**config.mk**
```make
export PLATFORM = sky130hd
export DESIGN_NAME = multicycle_controller
export DESIGN_NICKNAME = d
export VERILOG_FILES = /design/src/rtl/multicycle_controller.sv
export SDC_FILE = /design/constraint.sdc
export NUM_CORES = 1
export LEC_CHECK = 0
export ABC_AREA = 1
export CAP_MARGIN = 20
export CORE_AREA = 2 2 49 51
export CTS_CLUSTER_SIZE = 24
export DETAILED_ROUTE_END_ITERATION = 7
export DIE_AREA = 0 0 51 53
export HOLD_SLACK_MARGIN = 0.1
export PLACE_DENSITY = 0.8
export SLEW_MARGIN = 15
export SYNTH_ARGS = -nofsm -noshare
export SYNTH_HDL_FRONTEND = slang
export SYNTH_SLANG_ARGS = --single-unit
```
**constraint.sdc**
```tcl
create_clock -name clk -period 1.4 [get_ports clk]
set_clock_uncertainty 0.2 [all_clocks]
set_input_delay 0.21 -clock clk [delete_from_list [all_inputs] [get_ports clk]]
set_output_delay 0.21 -clock clk [all_outputs]
set_load 0.03 [all_outputs]
```
**src/rtl/multicycle_controller.sv**
```systemverilog
// Control FSM for the multi-cycle RV32I datapath.
// Moore-style sequencing with a memory-ready stall handshake.
module multicycle_controller #(
  parameter int MEM_WAIT_EN = 1
) (
  input  logic       clk,
  input  logic       rst_n,
  input  logic [6:0] op,
  input  logic [2:0] func3,
  input  logic [6:0] func7,
  input  logic       zero,
  input  logic       LSB,
  input  logic       memReady,
  output logic       PCWrite,
  output logic       adrSrc,
  output logic       memWrite,
  output logic       IRWrite,
  output logic [1:0] resultSrc,
  output logic [1:0] ALUSrcA,
  output logic [1:0] ALUSrcB,
  output logic [2:0] ALUControl,
  output logic [2:0] immSrc,
  output logic       regWrite,
  output logic       instrDone
);

  typedef enum logic [3:0] {
    S_FETCH    = 4'd0,
    S_DECODE   = 4'd1,
    S_EXECR    = 4'd2,
    S_EXECI    = 4'd3,
    S_ALUWB    = 4'd4,
    S_MEMADR   = 4'd5,
    S_MEMREAD  = 4'd6,
    S_MEMWB    = 4'd7,
    S_MEMWRITE = 4'd8,
    S_BRANCH   = 4'd9,
    S_JAL      = 4'd10,
    S_JALR1    = 4'd11,
    S_JALR2    = 4'd12,
    S_LUI      = 4'd13
  } state_t;

  localparam logic [6:0] OP_R    = 7'b0110011;
  localparam logic [6:0] OP_I    = 7'b0010011;
  localparam logic [6:0] OP_LD   = 7'b0000011;
  localparam logic [6:0] OP_ST   = 7'b0100011;
  localparam logic [6:0] OP_BR   = 7'b1100011;
  localparam logic [6:0] OP_JAL  = 7'b1101111;
  localparam logic [6:0] OP_JALR = 7'b1100111;
  localparam logic [6:0] OP_LUI  = 7'b0110111;

  localparam logic [2:0] ALU_ADD = 3'b000;
  localparam logic [2:0] ALU_SUB = 3'b001;
  localparam logic [2:0] ALU_AND = 3'b010;
  localparam logic [2:0] ALU_OR  = 3'b011;
  localparam logic [2:0] ALU_XOR = 3'b100;
  localparam logic [2:0] ALU_SLT = 3'b101;

  localparam logic [2:0] IMM_I = 3'b000;
  localparam logic [2:0] IMM_S = 3'b001;
  localparam logic [2:0] IMM_B = 3'b010;
  localparam logic [2:0] IMM_J = 3'b011;
  localparam logic [2:0] IMM_U = 3'b100;

  state_t state_q, state_d;
  logic   rdy;

  assign rdy = (MEM_WAIT_EN != 0) ? memReady : 1'b1;

  // State register; reset lands in FETCH
  always_ff @(posedge clk or negedge rst_n) begin
    if (!rst_n) state_q <= S_FETCH;
    else        state_q <= state_d;
  end

  // Next-state and output decode
  always_comb begin
    state_d    = S_FETCH;
    PCWrite    = 1'b0;
    adrSrc     = 1'b0;
    memWrite   = 1'b0;
    IRWrite    = 1'b0;
    resultSrc  = 2'b00;
    ALUSrcA    = 2'b00;
    ALUSrcB    = 2'b00;
    ALUControl = ALU_ADD;
    immSrc     = IMM_I;
    regWrite   = 1'b0;
    instrDone  = 1'b0;
    case (state_q)
      S_FETCH: begin
        ALUSrcB   = 2'b10;
        resultSrc = 2'b10;
        IRWrite   = rdy;
        PCWrite   = rdy;
        state_d   = rdy ? S_DECODE : S_FETCH;
      end
      S_DECODE: begin
        ALUSrcA = 2'b01;
        ALUSrcB = 2'b01;
        immSrc  = (op == OP_JAL) ? IMM_J : IMM_B;
        case (op)
          OP_R:    state_d = S_EXECR;
          OP_I:    state_d = S_EXECI;
          OP_LD,
          OP_ST:   state_d = S_MEMADR;
          OP_BR:   state_d = S_BRANCH;
          OP_JAL:  state_d = S_JAL;
          OP_JALR: state_d = S_JALR1;
          OP_LUI:  state_d = S_LUI;
          default: begin
            state_d   = S_FETCH;
            instrDone = 1'b1;
          end
        endcase
      end
      S_EXECR: begin
        ALUSrcA = 2'b10;
        state_d = S_ALUWB;
        case ({func7, func3})
          10'b0100000_000: ALUControl = ALU_SUB;
          10'b0000000_111: ALUControl = ALU_AND;
          10'b0000000_110: ALUControl = ALU_OR;
          10'b0000000_010: ALUControl = ALU_SLT;
          default:         ALUControl = ALU_ADD;
        endcase
      end
      S_EXECI: begin
        ALUSrcA = 2'b10;
        ALUSrcB = 2'b01;
        state_d = S_ALUWB;
        case (func3)
          3'b100:  ALUControl = ALU_XOR;
          3'b110:  ALUControl = ALU_OR;
          3'b010:  ALUControl = ALU_SLT;
          default: ALUControl = ALU_ADD;
        endcase
      end
      S_ALUWB: begin
        regWrite  = 1'b1;
        instrDone = 1'b1;
      end
      S_MEMADR: begin
        ALUSrcA = 2'b10;
        ALUSrcB = 2'b01;
        immSrc  = (op == OP_ST) ? IMM_S : IMM_I;
        state_d = (op == OP_ST) ? S_MEMWRITE : S_MEMREAD;
      end
      S_MEMREAD: begin
        adrSrc  = 1'b1;
        state_d = rdy ? S_MEMWB : S_MEMREAD;
      end
      S_MEMWB: begin
        resultSrc = 2'b01;
        regWrite  = 1'b1;
        instrDone = 1'b1;
      end
      S_MEMWRITE: begin
        adrSrc    = 1'b1;
        memWrite  = 1'b1;
        instrDone = rdy;
        state_d   = rdy ? S_FETCH : S_MEMWRITE;
      end
      S_BRANCH: begin
        ALUSrcA   = 2'b10;
        instrDone = 1'b1;
        case (func3)
          3'b000: begin
            ALUControl = ALU_SUB;
            PCWrite    = zero;
          end
          3'b001: begin
            ALUControl = ALU_SUB;
            PCWrite    = ~zero;
          end
          3'b100: begin
            ALUControl = ALU_SLT;
            PCWrite    = LSB;
          end
          3'b101: begin
            ALUControl = ALU_SLT;
            PCWrite    = ~LSB;
          end
          default: PCWrite = 1'b0;
        endcase
      end
      S_JAL, S_JALR2: begin
        PCWrite = 1'b1;
        ALUSrcA = 2'b01;
        ALUSrcB = 2'b10;
        state_d = S_ALUWB;
      end
      S_JALR1: begin
        ALUSrcA = 2'b10;
        ALUSrcB = 2'b01;
        state_d = S_JALR2;
      end
      S_LUI: begin
        immSrc    = IMM_U;
        resultSrc = 2'b11;
        regWrite  = 1'b1;
        instrDone = 1'b1;
      end
      default: state_d = S_FETCH;
    endcase
  end

endmodule

```
; ---- Word-level counts from Yosys, hierarchy flattened
; Index checks and enable logic that the tools add are counted.
[word_totals]
wordCells = 72
out_inout_bits = 18
reg_bits = 4
[op_classes]
reduce_logical = 15
muxes = 24
eq_ne = 30
bitwise_logic = 2
[ops]
columns = cell, count
row1 = case mux 4 bit (7 select lines), 2
row2 = case mux 3 bit (3 select lines), 3
row3 = "== test 4 bit, second input constant", 6
row4 = "== test 7 x 6 -> 1 bit, second input constant", 3
row5 = "== test 7 bit, second input constant", 3
row6 = "== test 10 x 3 -> 1 bit, second input constant", 2
row7 = "== test 4 x 3 -> 1 bit, second input constant", 4
row8 = case mux 3 bit (4 select lines), 1
row9 = OR reduction 4 bit, 3
row10 = "== test 10 x 2 -> 1 bit, second input constant", 1
row11 = "== test 10 x 9 -> 1 bit, second input constant", 1
row12 = OR reduction 2 bit, 5
row13 = "== test 3 bit, second input constant", 3
row14 = 2-to-1 mux 1 bit, 9
row15 = OR reduction 3 bit, 3
row16 = "== test 4 x 2 -> 1 bit, second input constant", 2
row17 = 2-to-1 mux 4 bit, 2
row18 = case mux 2 bit (2 select lines), 2
row19 = OR reduction 8 bit, 1
row20 = "== test 7 x 2 -> 1 bit, second input constant", 1
row21 = "== test 7 x 5 -> 1 bit, second input constant", 1
row22 = case mux 1 bit (3 select lines), 2
row23 = case mux 2 bit (3 select lines), 1
row24 = case mux 3 bit (2 select lines), 1
row25 = other kinds (8), 9

; ---- Logic depth before layout (Yosys ltp)
[depth]
word_depth = 4
mapped_depth = 8
depth_no_buf = 8

; ---- Worst setup path after synthesis
; Ideal clock, no wire load.
[synth_timing]
path_kind = reg2out
start = register state_q[2]
end = output instrDone
arrival_ns = 1.791
stages_incl_launch_ff = 8
slack_ns = -0.801
cell_sequence = dfrtp_1 > inv_1 > nand2_1 > nor3_1 > nand2_1 > nand2_1 > nor2_1 > nand2_1
[synth_via]
elab_chain_len = 3
elab_cells_between_ends = 8
[synth_rtl]
columns = element, line_no
row1 = "start, declared", 66  ; state_t state_q, state_d;
row2 = "start signal, assigned", 74  ; else state_q <= state_d;
row3 = == test 4 bit / == test 4 x 3 -> 1 bit (equally long branches), 91  ; case (state_q)
row4 = OR reduction 4 bit (no source line), -
row5 = case mux 1 bit (3 select lines) (*), 91
row6 = "end, declared", 24  ; output logic instrDone
; Every way passes the cells marked *; elsewhere a longest branch is shown, timed or not.

; ---- Worst setup path after layout
[layout_timing]
start = register state_q[1]
end = output instrDone
; The elaborated chain is that of the path after synthesis.

==> implementation parameters <==
Parameter                              Value

Power and ir drop
  Total Power Consumption    1.23 mW
  Ratio of total power to cell area    664 nW/µm²
  Total leakage power    0.985 nW
  Max rail drop VDD    0.597 mV

Min path
  Hold-critical path depth    6
  Hold WC Path Type    in -> reg
  Hold Crit Start    op[3]
  Hold Path End    state_q[0]

Detailed routing
  Met3 WL    191 µm
  Detail-routed via count per cell    5.25
  Number of nets with antenna violations after detailed routing    0
  Post-route DRC    0
  Router iterations before antenna repair    4
  Routed length on met1    1.48 mm
  Met2 routed WL    2.17 mm
  Count of routing violations after the opening detailed-route iteration    29
  Via total after detailed routing    1,408
  Average wire per standard cell    15.1 µm
  Top metal layer carrying routed signals    met4
  Total Wirelength    4.05 mm

Clocking
  Number of buffers created by CTS    3
  Later-pin clock latency in the skew report    0.24 ns
  Count of H-tree levels built during CTS    1
  Clock root buffer master    sky130_fd_sc_hd__clkbuf_4
  CTS tree    built
  CTS sink cnt    4
  Maximum clock path buffer count    2
  Post-CTS clock slew at the launch and capture registers of the worst setup and hold paths    0.04 ns

Synth
  XOR/XNOR Fraction of Synth Area    0%
  Post-synth net total    176
  Yosys cell types    15
  Share of synthesized cell area in and, or, nand and nor gates    60.7%
  Complex-gate fraction of the synthesized area    10.5%
  Cell types with the largest area share after synthesis    sky130_fd_sc_hd__nand2_1 28%, sky130_fd_sc_hd__inv_1 15%, sky130_fd_sc_hd__dfrtp_1 14%
  Largest area contributor in the netlist    sky130_fd_sc_hd__nand2_1
  Largest family of logic cells by synthesized area    simple AND/OR/NAND/NOR gates
  Post-synthesis mux area share    0%
  Mapped Avg Cell Area    4.80 µm²
  Post-synthesis register bit count    4
  Adder and majority gate portion of the synthesized area    0%
  Total standard cell area after synthesis    739 µm²
  Number of cells produced by synthesis    154
  Sequential cell area fraction in the yosys report    13.5%
  Yosys top cell area share    28.4%
  Ys Warns    0

Finish
  Antenna cells    0
  Share of final-layout standard cells stronger than drive strength 1    55.4%
  Most common library cell in the layout ignoring fill and taps    sky130_fd_sc_hd__buf_4
  Finished layout cell area    1850 µm²
  Nets    263
  Leading cell types in the layout, fill and taps excluded    39 x sky130_fd_sc_hd__buf_4, 35 x sky130_fd_sc_hd__nand2_1, 21 x sky130_fd_sc_hd__buf_6
  Registers with the most flip-flops    state_q (4)
  FILL cells    109
  Area growth from synthesis to layout    150%
  Top register by number of flip-flops    state_q
  Max reg flops    4

Setup path
  Startpoint of the worst-slack reg-to-reg timing path    state_q[0]
  Data arrival time at the worst-slack endpoint    1.60 ns
  Startpoint class of the critical path    register
  Startpoint-to-endpoint class of the critical path    reg -> out
  Reg2reg setup slack    -0.22 ns
  Critical-path maximum fanout    6
  Destination of the worst register-to-register timing path    state_q[3]
  Worst reg-to-reg path cell count    9
  Critical Path RT    0.99 ns
  Critical path endpoint category    output port

Place
  Port-buffer cells    39
  Routability cong.    0.860
  Estimated wirelength of the detail-placed design    2.36 mm
  Placed inst area    1480 µm²

Outcome
  Run status    finished, violations left
  Failing checks    negative setup slack

GRT
  Pin count of the biggest net entering global routing    7
  Number of global-route vias before repair    1,377
  Total congestion overflow after global routing    0
  Antenna violations before repair    0
  Global-route wire length before repair    5.68 mm
  Overall routing resource usage    28.0%

Floorplan
  Number of I/O pins    40
  Area enclosed by the die boundary    2700 µm²
  Standard cell core area    2150 µm²
  Number of rows in the core area    17
  Y dimension of the die    53 µm
  Overall die width    51 µm
  Initial core utilization    34.4%

STA
  Final setup fails    22
  Upper clock frequency limit    0.497 GHz
  Final hold violations    0
  Final Critical Period    2.01 ns
  RSZ-0062 raised after global routing    yes
  Share of the clock period used by the worst path after layout    144%
  Total count of max-transition violations in the final report    0
  Tightest slew margin relative to the limit    82.4%
  Worst-Margin Slew    0.263 ns
  Final Worst Setup Slack    -0.610 ns

Flow run
  Maximum capacitance violations    0
[worst max path at each step]
stage                    start         to  slack (ns)
floorplan           state_q[0]  immSrc[0]       -0.29
global placement         op[4]  immSrc[0]       -0.51
detailed placement       op[4]  immSrc[0]       -0.62
CTS                 state_q[1]  instrDone       -0.49
global route             op[1]  instrDone       -0.65
finish              state_q[1]  instrDone       -0.61
[cell type report]
cell class	count	area, µm²	share of cell area (%)
sequential	4	103	5.54
tap	28	35.0	1.89
clock buffer	4	26.3	1.42
multi-input combinational	120	813	43.9
inverter	30	115	6.22
timing repair buffer	82	759	41.0
[layer usage]
| layer | up-vias | GRT usage [%] |
|---|---|---|
| li1 | 653 | - |
| met1 | 662 | 27.2 |
| met2 | 70 | 56.5 |
| met3 | 23 | 2.26 |
| met4 | 0 | 17.1 |
| met5 | - | 0 |
[kinds of logic after synthesis]
family | Yosys count
simple gates | 106
buf+inv | 30
compound gates | 14
flops | 4
[where the power goes]
part / switching [mW] / internal (mW)
combinational: 0.509 / 0.411
sequential: 0.0204 / 0.130
clock: 0.0519 / 0.107
[cell usage after synthesis, drive strengths merged]
cell	number
a21oi	2
dfrtp	4
inv	30
nand2	56
nand3	14
nand3b	1
nand4	4
nor2	28
nor3	2
o211ai	1
o21a	1
o21ai	8
o22ai	2
or2	1
[what timing repair did]
action | 4_1_cts | 5_1_grt
buffers inserted | 9 | 2
resized for setup | 59 | 28
pin swaps | 18 | 9
hold endpoints to repair | 4 | 0
endpoints found under the setup margin | 22 | 22
hold buffers | 1 | 0
[through the flow]
| step | cells | TNS, ns | worst slack, ns | hold WS, ns | utilization, % |
|---|---|---|---|---|---|
| 3_3_place_gp | 254 | -5.59 | -0.515 | 0.214 | 68.7 |
| 6_report | 268 | -9.16 | -0.610 | 0.333 | 86.2 |
| 3_5_place_dp | 254 | -6.42 | -0.621 | 0.217 | 68.7 |
| 4_1_cts | 267 | -8.06 | -0.492 | 0.372 | 81.7 |
| 2_1_floorplan | 154 | -2.03 | -0.287 | -0.286 | - |
| 5_1_grt | 268 | -10.22 | -0.650 | 0.356 | 86.2 |
[critical path, stage by stage (launching register included)]
cell,delay (ns)
sky130_fd_sc_hd__dfrtp_2,0.47
sky130_fd_sc_hd__buf_6,0.15
sky130_fd_sc_hd__nor3_4,0.27
sky130_fd_sc_hd__nand2_1,0.14
sky130_fd_sc_hd__nand2_2,0.11
sky130_fd_sc_hd__nor2_4,0.05
sky130_fd_sc_hd__nand2_4,0.05
sky130_fd_sc_hd__buf_6,0.12
Power figures use the tool's default switching activity.
